File: src/rtl/hemaia_clock_divisor_sequencer.sv
// hemaia_clock_divisor_sequencer
//
// Upstream control stage for the hemaia clock divider, clocked by the
// undivided source clock. Accepts a target divisor over a valid/ready
// handshake and walks the divider's divisor towards it one step at a time,
// waiting a settle window after every step so the divided clock never sees
// a large frequency jump. A target of 0 gates the divided clock; leaving
// the gated state first re-issues the last nonzero divisor.
//
// Ports:
//   clk_i            source clock (same clock as the divider)
//   rst_i            synchronous, active-high reset
//   target_i         requested divisor, 0 requests clock gating
//   target_valid_i   request valid
//   target_ready_o   request can be accepted (sequencer idle)
//   divisor_o        to divider divisor_i, held stable between steps
//   divisor_valid_o  to divider divisor_valid_i, one-cycle pulse per step
//   current_o        last nonzero divisor issued
//   gated_o          last issued value was 0
//   busy_o           a sequence is in progress
//   done_o           one-cycle pulse when a sequence completes
//
// Optional build macro HEMAIA_CLK_SEQ_STEP_COUNT_EN adds:
//   step_count_o     16-bit saturating count of divisor_valid_o pulses
//   step_count_clr_i synchronous clear of step_count_o (wins over increment)

module hemaia_clock_divisor_sequencer #(
   parameter int unsigned MaxDivisionWidth = 4,
   parameter int unsigned DefaultDivision  = 1,
   parameter int unsigned SettleCycles     = 32
) (
   input  logic                        clk_i,
   input  logic                        rst_i,
   input  logic [MaxDivisionWidth-1:0] target_i,
   input  logic                        target_valid_i,
   output logic                        target_ready_o,
   output logic [MaxDivisionWidth-1:0] divisor_o,
   output logic                        divisor_valid_o,
   output logic [MaxDivisionWidth-1:0] current_o,
   output logic                        gated_o,
   output logic                        busy_o,
`ifdef HEMAIA_CLK_SEQ_STEP_COUNT_EN
   output logic                        done_o,
   output logic [15:0]                 step_count_o,
   input  logic                        step_count_clr_i
`else
   output logic                        done_o
`endif
);

   localparam int unsigned CntW = (SettleCycles > 2) ? $clog2(SettleCycles) : 1;
   localparam logic [CntW-1:0] SettleLoad = CntW'(SettleCycles - 1);
   localparam logic [MaxDivisionWidth-1:0] DivOne = MaxDivisionWidth'(1);
   localparam logic [MaxDivisionWidth-1:0] DivReset = MaxDivisionWidth'(DefaultDivision);

   // The settle window must outlast one full divider period plus its
   // sampling latency, otherwise a step could land mid-period.
   if (SettleCycles < (2 ** MaxDivisionWidth) + 2) begin : g_settle_check
      $error("SettleCycles must be at least 2**MaxDivisionWidth + 2");
   end

   typedef enum logic [2:0] {
      IDLE,
      GATE,
      UNGATE,
      STEP,
      SETTLE,
      FINISH
   } state_e;

   state_e                      state_q, state_d;
   logic [MaxDivisionWidth-1:0] target_q, target_d;
   logic [CntW-1:0]             cnt_q, cnt_d;
   logic [MaxDivisionWidth-1:0] divisor_q, divisor_d;
   logic [MaxDivisionWidth-1:0] current_q, current_d;
   logic                        valid_q, valid_d;
   logic                        gated_q, gated_d;
   logic                        busy_q, busy_d;
   logic                        done_q, done_d;
   logic                        ready_q, ready_d;
   logic [MaxDivisionWidth-1:0] step_val;

   always_ff @(posedge clk_i) begin
      if (rst_i) begin
         state_q   <= IDLE;
         target_q  <= '0;
         cnt_q     <= '0;
         divisor_q <= DivReset;
         current_q <= DivReset;
         valid_q   <= 1'b0;
         gated_q   <= 1'b0;
         busy_q    <= 1'b0;
         done_q    <= 1'b0;
         ready_q   <= 1'b1;
      end else begin
         state_q   <= state_d;
         target_q  <= target_d;
         cnt_q     <= cnt_d;
         divisor_q <= divisor_d;
         current_q <= current_d;
         valid_q   <= valid_d;
         gated_q   <= gated_d;
         busy_q    <= busy_d;
         done_q    <= done_d;
         ready_q   <= ready_d;
      end
   end

   always_comb begin
      state_d   = state_q;
      target_d  = target_q;
      cnt_d     = cnt_q;
      divisor_d = divisor_q;
      current_d = current_q;
      valid_d   = 1'b0;
      gated_d   = gated_q;
      busy_d    = busy_q;
      done_d    = 1'b0;
      // Steps move towards target_q, so this never wraps past 0 or the max.
      step_val  = (target_q > current_q) ? current_q + DivOne : current_q - DivOne;

      unique case (state_q)
         IDLE: begin
            if (target_valid_i) begin
               target_d = target_i;
               busy_d   = 1'b1;
               if ((target_i == '0 && gated_q) ||
                   (target_i != '0 && !gated_q && target_i == current_q)) begin
                  state_d = FINISH;
               end else if (target_i == '0) begin
                  state_d = GATE;
               end else if (gated_q) begin
                  state_d = UNGATE;
               end else begin
                  state_d = STEP;
               end
            end
         end
         GATE: begin
            divisor_d = '0;
            valid_d   = 1'b1;
            gated_d   = 1'b1;
            cnt_d     = SettleLoad;
            state_d   = SETTLE;
         end
         UNGATE: begin
            divisor_d = current_q;
            valid_d   = 1'b1;
            gated_d   = 1'b0;
            cnt_d     = SettleLoad;
            state_d   = SETTLE;
         end
         STEP: begin
            divisor_d = step_val;
            current_d = step_val;
            valid_d   = 1'b1;
            cnt_d     = SettleLoad;
            state_d   = SETTLE;
         end
         SETTLE: begin
            if (cnt_q == '0) begin
               if ((gated_q && target_q == '0) || current_q == target_q) begin
                  state_d = FINISH;
               end else begin
                  state_d = STEP;
               end
            end else begin
               cnt_d = cnt_q - 1'b1;
            end
         end
         FINISH: begin
            done_d  = 1'b1;
            busy_d  = 1'b0;
            state_d = IDLE;
         end
         default: state_d = IDLE;
      endcase

      // Registered ready tracks the state it will be in next cycle.
      ready_d = (state_d == IDLE);
   end

   assign target_ready_o  = ready_q;
   assign divisor_o       = divisor_q;
   assign divisor_valid_o = valid_q;
   assign current_o       = current_q;
   assign gated_o         = gated_q;
   assign busy_o          = busy_q;
   assign done_o          = done_q;

`ifdef HEMAIA_CLK_SEQ_STEP_COUNT_EN
   logic [15:0] step_count_q;

   always_ff @(posedge clk_i) begin
      if (rst_i) begin
         step_count_q <= '0;
      end else if (step_count_clr_i) begin
         step_count_q <= '0;
      end else if (valid_q && step_count_q != '1) begin
         step_count_q <= step_count_q + 16'd1;
      end
   end

   assign step_count_o = step_count_q;
`endif

endmodule

File: config.mk
export PLATFORM = sky130hd
export DESIGN_NAME = hemaia_clock_divisor_sequencer
export DESIGN_NICKNAME = d
export VERILOG_FILES = /design/src/rtl/hemaia_clock_divisor_sequencer.sv
export SDC_FILE = /design/constraint.sdc
export NUM_CORES = 1
export LEC_CHECK = 0
export ABC_AREA = 0
export BUFFER_PORTS_ARGS = -buffer_cell sky130_fd_sc_hd__buf_2
export CAP_MARGIN = 10
export CORE_UTILIZATION = 50
export CTS_BUF_LIST = sky130_fd_sc_hd__clkbuf_16
export DETAILED_ROUTE_END_ITERATION = 6
export GPL_ROUTABILITY_DRIVEN = 0
export PLACE_DENSITY_LB_ADDON = 0.12
export SLEW_MARGIN = 20
export SYNTH_ARGS = -nofsm -noshare
export SYNTH_HDL_FRONTEND = slang
export SYNTH_SLANG_ARGS = --single-unit
File: constraint.sdc
create_clock -name clk_i -period 2.6 [get_ports clk_i]
set_input_delay 0.39 -clock clk_i [delete_from_list [all_inputs] [get_ports clk_i]]
set_output_delay 0.39 -clock clk_i [all_outputs]
set_load 0.005 [all_outputs]
==> run_results.csv, run 1 <==
group,metric,value,unit
status,status,"finished, final reports clean",
floorplan,std_cell_rows,18,
global_routing,first_pass_grt_wire_length,5.10,mm
detailed_routing,drt-wirelength-per-cell,14.8,um
setup_path,timing.critical_path.arrival,2.59,ns
cts,cts-htree-levels,1,
finish,fillCellCount,239,
timing,final_layout_worst_hold_slack,0.402,ns
synthesis,synth_cell_types,44,
setup_path,ff2ff_path_depth,13,
cts,cts_num_sinks,25,
synthesis,ys.flop_type,"dfxtp_1",
detailed_routing,routed_wirelength,3.20,mm
timing,timing.final.hold_violations,0,
finish,seq_area,503,um^2
finish,multi_input_comb_area,847,um^2
placed_design,place_hpwl,2.29,mm
timing,setup_skew_after_layout,0.00214,ns
setup_path,worst-path-max-fanout,4,
finish,drive_above_1_share,21.5,%
detailed_routing,drt-initial-drc-count,32,
detailed_routing,antenna_left,0,
global_routing,global_route.overflow_total,0,
finish,final_nets,202,
timing,max_slew_margin,58.6,%
synthesis,syn-cell-area,0.00138,mm^2
floorplan,die_height,54.6,um
worst_hold_path,worstHoldPathType,"in -> reg",
run,drv.max_cap_violation_count,0,
timing,worst_pin_slew,0.612,ns
timing,grt_setup_unrepaired,"no",
floorplan,initial_utilization,54.4,%
global_routing,groute.usage.overall,24.4,%
setup_path,critical_path.reg2reg.startpoint,"current_o[1]",
finish,synthToLayoutAreaGrowth,18.1,%
global_routing,antenna_found_initial,0,
floorplan,design.die.area,0.00298,mm^2
synthesis,asyncSetResetFlopFracSynth,0,%
synthesis,synth-seq-cells,25,
synthesis,synthesis.nets,179,
cts,clkSlewWorstSetupHoldPaths,0.06,ns
setup_path,regToRegEndpoint,"current_o[3]",
detailed_routing,remaining_drc_errors,0,
synthesis,synth_edf_count,0,
timing,achievable-frequency,405,MHz
synthesis,synth_largest_type_area_fraction,36.2,%
pwr,ir_worst_vdd,735,uV
timing,final_min_period_over_clock_period,94.9,%
floorplan,core-area,0.00254,mm^2
detailed_routing,dr_total_vias,1231,
cts,clk_latency,0.26,ns
timing,setup-violations-final,0,
synthesis,syn_area_per_cell,8.44,um^2
cts,cts-root-buf,"clkbuf_16",
synthesis,yosys.area.top_type,"dfxtp_1",
cts,hold_buffers,0,
synthesis,synth.cells.most_frequent,"dfxtp_1 (25), nand2_1 (17), a21oi_1 (16), nor2_1 (16), nor3_1 (10)",
cts,tritoncts,"built",
pwr,powerDensity,1240,mW/mm^2
synthesis,ys_warn_count,0,
pwr,power_leakage,0.687,nW
cts,numCtsBuffers,3,
detailed_routing,routed_via_density,5.70,
setup_path,end_kind,"flop",
finish,diodes,0,
detailed_routing,firstDrtPassIters,4,
timing,fin_crit,2.47,ns
global_routing,first_global_vias,1098,
synthesis,seq_area_frac_synth,36.2,%
synthesis,yosysMostFrequentCell,"dfxtp_1",
floorplan,die_width,54.6,um
setup_path,timing.setup.critical_path_class,"reg -> reg",
worst_hold_path,timing.hold.worst_endpoint,"target_q[1]",
synthesis,yosys-top-cells-area,"dfxtp_1 (36%), ha_1 (6.3%), a21oi_1 (5.8%), nand2_1 (4.6%), nor2_1 (4.3%)",
cts,clock_tree.buffer_depth,2,
setup_path,critPathRequiredTime,2.73,ns
setup_path,timing.critical_path.from_type,"flop",
timing,slew_violations,0,
global_routing,grt_start_max_net_pins,25,
worst_hold_path,timing.hold.worst.start,"target_i[1]",
placed_design,io_buffer_count,19,
synthesis,synth_cells,164,
floorplan,top_level_ports,20,
setup_path,setup.reg_to_reg.worst_slack,0.13,ns
worst_hold_path,worst_hold_path.num_cells,3,
finish,postLayoutCoreUtil,64.2,%
[layout make-up]
cell class                 count  area share [%]
sequential                    25            30.8
clock buffer                   3            4.59
multi-input combinational    124            51.8
clock inverter                 1           0.306
inverter                       9            2.07
timing repair buffer          24            8.12
tap                           30            2.30
[state kept, by name, summed over array words and instances, names as in the netlist]
| signal | count |
|---|---|
| cnt_q | 5 |
| current_o | 4 |
| divisor_o | 4 |
| target_q | 4 |
| state_q | 3 |
| busy_o | 1 |
| divisor_valid_o | 1 |
| done_o | 1 |
| gated_o | 1 |
| target_ready_o | 1 |
[cell usage in the layout (no fill, tap or decap), types with 3 or more instances in the layout]
cell type,netlist,layout
a21oi_1,16,15
buf_2,0,19
buf_4,0,5
clkbuf_16,0,3
dfxtp_1,25,23
ha_1,7,7
inv_1,9,8
nand2_1,17,17
nand2b_1,3,3
nand3_1,3,3
nor2_1,16,16
nor2b_1,4,3
nor3_1,10,10
o21ai_0,5,5
xor2_1,6,6
[worst max-delay path: stages, from the launching register on]
cell	delay, ns
dfxtp_2	0.34
inv_2	0.05
ha_1	0.28
nor2b_2	0.17
o211ai_1	0.25
a21boi_4	0.09
inv_1	0.09
ha_1	0.22
a21o_1	0.20
a21oi_4	0.17
buf_4	0.14
nor3_1	0.04
mux2i_1	0.15
o2111ai_1	0.12
[stage by stage]
stage | worst slack [ns] | cell area, um^2 | TNS [ns] | power, mW | std cells
after floorplan | 0.0661 | 1390 | 0 | 1.33 | 164
after global placement | 0.0928 | 1510 | 0 | 1.52 | 210
after detailed placement | -0.0448 | 1510 | -0.0448 | 1.56 | 210
after CTS | 0.0231 | 1600 | 0 | 1.93 | 215
after global routing | 0.0287 | 1630 | 0 | 2.18 | 216
final | 0.133 | 1630 | 0 | 2.02 | 216
[cell families (layout without fill, tap and decap cells)]
kind of cell             count (synthesis)  after routing  share of synthesized area (%)
AND/OR/NAND/NOR                         66             66                           23.7
AO/OA/AOI/OAI                           39             39                           19.6
flip-flops                              25             25                           36.2
buffers and inverters                   15             37                           4.61
XOR/XNOR                                 9              9                           6.69
adder cells (fa/ha/maj)                  8              8                           7.78
multiplexers                             2              2                           1.45
[worst max-delay path by stage]
| stage | startpoint | cells after the start | endpoint | slack (ns) |
|---|---|---|---|---|
| 6_report | current_o[1] | 13 | current_o[3] | 0.13 |
| 2_1_floorplan | current_o[1] | 11 | divisor_o[3] | 0.07 |
| 3_5_place_dp | current_o[1] | 11 | divisor_o[3] | -0.04 |
| 3_3_place_gp | current_o[1] | 11 | divisor_o[3] | 0.09 |
| 4_1_cts | current_o[1] | 11 | divisor_o[3] | 0.02 |
| 5_1_grt | current_o[1] | 11 | divisor_o[3] | 0.03 |
[where the power goes]
part	total, mW	internal [mW]	switching [mW]
registers	0.647	0.507	0.140
logic	1.03	0.493	0.541
clock network	0.342	0.207	0.135
[routing by layer]
metal  share of wire (%)  global-route usage [%]  vias up
met4                 1.2                    11.1        0
met2                  46                    36.9       28
met3                 4.0                    4.17        5
met1                  49                    33.3      570
li1                    -                       -      628
met5                   0                       0        -
[what timing repair did]
action | CTS | global route
buffers inserted | 1 | 1
setup endpoints to repair | 1 | 3
hold endpoints to repair | 0 | 0
gates resized for setup | 0 | 7
pin swaps | 1 | 5
Note: power is estimated with default switching activity, not from simulation.
==> run 2: changes to the inputs <==
--- a/config.mk
+++ b/config.mk
@@ -13,6 +13,7 @@
 export DETAILED_ROUTE_END_ITERATION = 6
 export GPL_ROUTABILITY_DRIVEN = 0
 export PLACE_DENSITY_LB_ADDON = 0.12
+export RECOVER_POWER = 25
 export SLEW_MARGIN = 20
 export SYNTH_ARGS = -nofsm -noshare
 export SYNTH_HDL_FRONTEND = slang
==> run 2 against run 1 <==
Core utilization shrank 0.34 points. Worst setup slack worse by 0.0010 ns. Flip-flop and latch count is the same. Largest cell class unchanged. Register-to-register slack about the same. Cell area is 0.54% lower. First-iteration DRC count is the same. Wire length up 1.5%. Critical endpoint unchanged. Global-route usage unchanged. Largest power group unchanged.
==> run_results.csv, run 2 (same netlist as run 1, synthesis figures left out) <==
group,metric,value,unit
placed_design,place_hpwl,2.29,mm
setup_path,end_kind,"flop",
cts,clkSlewWorstSetupHoldPaths,0.06,ns
floorplan,initial_utilization,54.4,%
setup_path,timing.critical_path.arrival,2.60,ns
placed_design,io_buffer_count,19,
finish,final_cells,216,
timing,max_slew_margin,58.9,%
status,status,"finished, final reports clean",
detailed_routing,dr_total_vias,1239,
pwr,intPower,1.20,mW
timing,worst_pin_slew,0.608,ns
pwr,combinationalPowerShare,50.9,%
setup_path,critical_path.reg2reg.startpoint,"current_o[1]",
pwr,seq_power_share,32.2,%
cts,tritoncts,"built",
floorplan,top_level_ports,20,
timing,achievable-frequency,405,MHz
floorplan,die_width,54.6,um
cts,cts_num_sinks,25,
timing,fin_crit,2.47,ns
setup_path,crit_path_cell_trace,"inv_2 -> ha_1 -> nor2b_2 -> o211ai_1 -> a21boi_4 -> inv_1 -> ha_1 -> a21o_1 -> a21oi_4 -> buf_4 -> nor3_1 -> mux2i_1 -> o2111ai_1",
pwr,switching_share,40.6,%
finish,diodes,0,
global_routing,first_pass_grt_wire_length,5.10,mm
global_routing,antenna_found_initial,0,
detailed_routing,drt-initial-drc-count,32,
global_routing,first_global_vias,1098,
floorplan,die_height,54.6,um
setup_path,worst_setup_path_startpoint,"current_o[1]",
detailed_routing,drt-wirelength-per-cell,15.0,um
detailed_routing,antenna_left,0,
timing,setup_tns,0,ns
timing,final_min_period_over_clock_period,94.9,%
pwr,ir_worst_vdd,738,uV
setup_path,timing.critical_path.from_type,"flop",
cts,cts-root-buf,"clkbuf_16",
run,drv.max_cap_violation_count,0,
timing,setup_skew_after_layout,0.00244,ns
finish,regMostFlops,"cnt_q",
setup_path,worst_path_dominant_cell_family,"compound AO/OA/AOI/OAI gates",
finish,most-common-layout-cells,"dfxtp_1 (23), nand2_1 (17), nor2_1 (16), a21oi_1 (15), buf_2 (12)",
setup_path,cpMaxStageDelayCell,"dfxtp_2",
detailed_routing,routed_via_density,5.74,
cts,clk_latency,0.26,ns
worst_hold_path,worstHoldPathType,"in -> reg",
floorplan,design.die.area,0.00298,mm^2
setup_path,critical_path.n_buffers_inverters,3,
setup_path,timing.setup.critical_path_class,"reg -> reg",
global_routing,global_route.overflow_total,0,
finish,synthToLayoutAreaGrowth,17.5,%
placed_design,detailed_place.area,0.00151,mm^2
timing,timing.final.hold_violations,0,
timing,slew_violations,0,
placed_design,numPlacedInstances,210,
detailed_routing,routed_wirelength,3.25,mm
finish,post-route-cell-area,0.00163,mm^2
timing,grt_setup_unrepaired,"no",
global_routing,grt_start_max_net_pins,25,
setup_path,critical-path-max-stage-delay,0.34,ns
pwr,power_frac_clock,16.9,%
setup_path,worst-path-max-fanout,4,
setup_path,critPathRequiredTime,2.73,ns
pwr,powerDensity,1240,mW/mm^2
global_routing,groute.usage.overall,24.4,%
finish,drive_above_1_share,17.7,%
floorplan,core-area,0.00254,mm^2
detailed_routing,remaining_drc_errors,0,
cts,cts-htree-levels,1,
finish,postLayoutCoreUtil,63.9,%
pwr,power_leakage,0.662,nW
timing,setup-violations-final,0,
finish,largest_register_ff_count,5,
finish,layout.cells.most_common,"dfxtp_1",
floorplan,std_cell_rows,18,
worst_hold_path,timing.hold.worst.start,"target_i[1]",
cts,hold_buffers,0,
finish,final_nets,202,
pwr,p_sw,0.820,mW
cts,clock_tree.buffer_depth,2,
setup_path,worst_path_most_repeated_cell,"ha_1",
cts,numCtsBuffers,3,
detailed_routing,firstDrtPassIters,4,
run 2: repair_timing:
item	in CTS	in global routing
pin swaps	1	5
setup buffers	1	1
endpoints found under the setup margin	1	3
resized for setup	0	7
run 2: cell type report:
class	count	area [um^2]
clock inverter	1	5.00
multi-input combinational	124	847
clock buffer	3	75.1
inverter	9	33.8
timing repair buffer	24	124
tap	30	37.5
fill	244	920
sequential	25	503
run 2: routing by layer:
layer	global-route usage [%]	wire, um	up-vias
met5	0	0	-
met4	11.1	39	0
met3	4.17	153	5
met2	36.9	1470	33
met1	33.3	1590	576
li1	-	-	625
run 2: power groups by stage:
stage                     Combinational [mW]  Clock [mW]  Sequential [mW]
after detailed placement               0.910           0            0.648
after global placement                 0.880           0            0.640
after CTS                              0.937       0.349            0.640
final                                   1.03       0.341            0.650
after floorplan                        0.724           0            0.601
after global routing                    1.13       0.366            0.670
run 2: final timing paths:
path | endpoint | slack [ns] | cells past startpoint
setup / recovery | current_o[3] | 0.13 | 13
setup reg to reg | current_o[3] | 0.13 | 13
hold / removal | target_q[1] | 0.40 | 3
hold reg to reg | divisor_o[3] | 0.49 | 2
run 2: worst register-to-register path: stages, from the launching register on:
cell and delay [ns]:
dfxtp_2 0.34, inv_2 0.05, ha_1 0.29, nor2b_2 0.17, o211ai_1 0.26, a21boi_4 0.09, inv_1 0.09, ha_1 0.22
a21o_1 0.20, a21oi_4 0.17, buf_4 0.14, nor3_1 0.04, mux2i_1 0.15, o2111ai_1 0.12
run 2: per-stage QoR:
step / setup WS (ns) / hold slack (ns) / total power, mW
final: 0.132 / 0.402 / 2.02
after global routing: 0.0287 / 0.415 / 2.17
after CTS: 0.0231 / 0.399 / 1.93
after detailed placement: -0.0448 / 0.477 / 1.56
after global placement: 0.0928 / 0.468 / 1.52
after floorplan: 0.0661 / 0.446 / 1.33
==> run 3: changes to the inputs <==
--- a/config.mk
+++ b/config.mk
@@ -10,10 +10,12 @@
 export CAP_MARGIN = 10
 export CORE_UTILIZATION = 50
 export CTS_BUF_LIST = sky130_fd_sc_hd__clkbuf_16
+export CTS_CLUSTER_DIAMETER = 150
 export DETAILED_ROUTE_END_ITERATION = 6
 export GPL_ROUTABILITY_DRIVEN = 0
-export PLACE_DENSITY_LB_ADDON = 0.12
+export PLACE_DENSITY = 0.71
 export RECOVER_POWER = 25
+export SKIP_LAST_GASP = 1
 export SLEW_MARGIN = 20
 export SYNTH_ARGS = -nofsm -noshare
 export SYNTH_HDL_FRONTEND = slang
==> run 3 against run 2 <==
Critical path depth is 3 lower. Register-to-register slack hardly changed. Final cell count grew 0.46%. Power fell by 0.64%. Maximum frequency down 0.48%. Core utilization increased by 0.25 points. First-iteration DRC count decreased by 34%. Via count rose by 0.32%. Sequential power down 0.9%. Flip-flop and latch count is the same. Clock skew barely moved. Clock power increased by 1%. Largest cell class unchanged.
==> run_results.csv, run 3 (same netlist as run 1, synthesis figures left out) <==
group,metric,value,unit
status,status,"finished, final reports clean",
floorplan,std_cell_rows,18,
detailed_routing,drt-initial-drc-count,21,
finish,final_cells,217,
setup_path,timing.critical_path.arrival,2.61,ns
placed_design,io_buffer_count,19,
floorplan,top_level_ports,20,
cts,clock_tree.buffer_depth,2,
timing,fin_crit,2.48,ns
run,drv.max_cap_violation_count,0,
cts,tritoncts,"built",
cts,cts_num_sinks,25,
finish,layout.cells.most_common,"dfxtp_1",
pwr,p_sw,0.796,mW
global_routing,groute.usage.overall,22.3,%
global_routing,grt_start_max_net_pins,25,
timing,max_slew_margin,63.4,%
pwr,powerDensity,1230,mW/mm^2
cts,clkSlewWorstSetupHoldPaths,0.06,ns
setup_path,worst_setup_path_startpoint,"current_o[1]",
pwr,switching_share,39.7,%
timing,setup_tns,0,ns
detailed_routing,remaining_drc_errors,0,
floorplan,die_height,54.6,um
finish,drive_above_1_share,18.2,%
setup_path,critPathRequiredTime,2.73,ns
timing,achievable-frequency,403,MHz
setup_path,timing.setup.critical_path_class,"reg -> reg",
finish,diodes,0,
global_routing,first_pass_grt_wire_length,4.79,mm
cts,clk_latency,0.26,ns
setup_path,critical_path.reg2reg.startpoint,"current_o[1]",
detailed_routing,drt-wirelength-per-cell,13.8,um
finish,synthToLayoutAreaGrowth,17.9,%
floorplan,core-area,0.00254,mm^2
finish,regMostFlops,"cnt_q",
finish,largest_register_ff_count,5,
global_routing,first_global_vias,1105,
timing,slew_violations,0,
detailed_routing,routed_wirelength,3.00,mm
detailed_routing,dr_total_vias,1243,
placed_design,numPlacedInstances,212,
pwr,ir_worst_vdd,892,uV
pwr,power_leakage,0.670,nW
setup_path,timing.critical_path.from_type,"flop",
worst_hold_path,timing.hold.worst.start,"target_i[3]",
floorplan,design.die.area,0.00298,mm^2
pwr,seq_power_share,32.1,%
timing,grt_setup_unrepaired,"no",
detailed_routing,antenna_left,0,
setup_path,end_kind,"flop",
finish,most-common-layout-cells,"dfxtp_1 (24), nand2_1 (17), nor2_1 (16), a21oi_1 (15), buf_2 (14)",
finish,final_nets,203,
finish,postLayoutCoreUtil,64.1,%
pwr,combinationalPowerShare,50.7,%
timing,setup_skew_after_layout,0.00204,ns
cts,numCtsBuffers,3,
timing,setup-violations-final,0,
timing,worst_pin_slew,0.535,ns
detailed_routing,firstDrtPassIters,4,
pwr,intPower,1.21,mW
cts,cts-root-buf,"clkbuf_16",
worst_hold_path,worstHoldPathType,"in -> reg",
floorplan,initial_utilization,54.4,%
placed_design,place_hpwl,2.24,mm
global_routing,global_route.overflow_total,0,
cts,hold_buffers,0,
global_routing,antenna_found_initial,0,
pwr,power_frac_clock,17.2,%
timing,timing.final.hold_violations,0,
timing,final_min_period_over_clock_period,95.4,%
detailed_routing,routed_via_density,5.73,
cts,cts-htree-levels,1,
floorplan,die_width,54.6,um
setup_path,worst-path-max-fanout,5,
-- run 3: layer usage --
metal,up-vias,share of wire [%],global-route usage (%)
li1,628,-,-
met1,584,49,29.6
met2,24,46,34.9
met3,7,3.5,4.72
met4,0,1.3,8.55
met5,-,0,0
-- run 3: worst max-delay path, stage by stage, from the launching register on --
cell and delay [ns]:
dfxtp_4 0.37, inv_1 0.09, ha_1 0.30, nor2b_2 0.15, o211ai_1 0.26, a21boi_4 0.08, buf_4 0.17, fa_1 0.41
xnor2_2 0.17, a311oi_2 0.27, nor3_1 0.08
-- run 3: cell type report --
| class | count | area (um^2) |
|---|---|---|
| multi-input combinational | 124 | 840 |
| sequential | 25 | 504 |
| fill | 243 | 913 |
| inverter | 9 | 33.8 |
| clock inverter | 1 | 7.51 |
| clock buffer | 3 | 75.1 |
| timing repair buffer | 25 | 134 |
| tap | 30 | 37.5 |
-- run 3: power by group through the flow --
| stage | logic, mW | clock network (mW) | registers [mW] |
|---|---|---|---|
| finish | 1.02 | 0.345 | 0.644 |
| global route | 1.13 | 0.370 | 0.662 |
| CTS | 0.960 | 0.353 | 0.637 |
| detailed placement | 0.954 | 0 | 0.646 |
| global placement | 0.917 | 0 | 0.636 |
| floorplan | 0.724 | 0 | 0.601 |
-- run 3: final timing paths --
check | end | slack, ns | depth (start not counted)
setup / recovery | divisor_o[2] | 0.12 | 10
hold / removal | target_q[3] | 0.40 | 3
setup reg to reg | divisor_o[2] | 0.12 | 10
hold reg to reg | divisor_o[3] | 0.47 | 2
-- run 3: stage by stage --
step	setup WS (ns)	cell area [um^2]	hold slack, ns	power, mW
floorplan	0.0661	1390	0.446	1.33
global placement	0.143	1530	0.462	1.55
detailed placement	0.0543	1530	0.459	1.60
CTS	0.0255	1610	0.400	1.95
global route	0.00400	1630	0.408	2.16
finish	0.120	1630	0.401	2.01
-- run 3: repair_timing --
| action | 4_1_cts | 5_1_grt |
|---|---|---|
| gates resized for setup | 0 | 5 |
| buffers inserted | 0 | 1 |
| endpoints found under the setup margin | 0 | 3 |
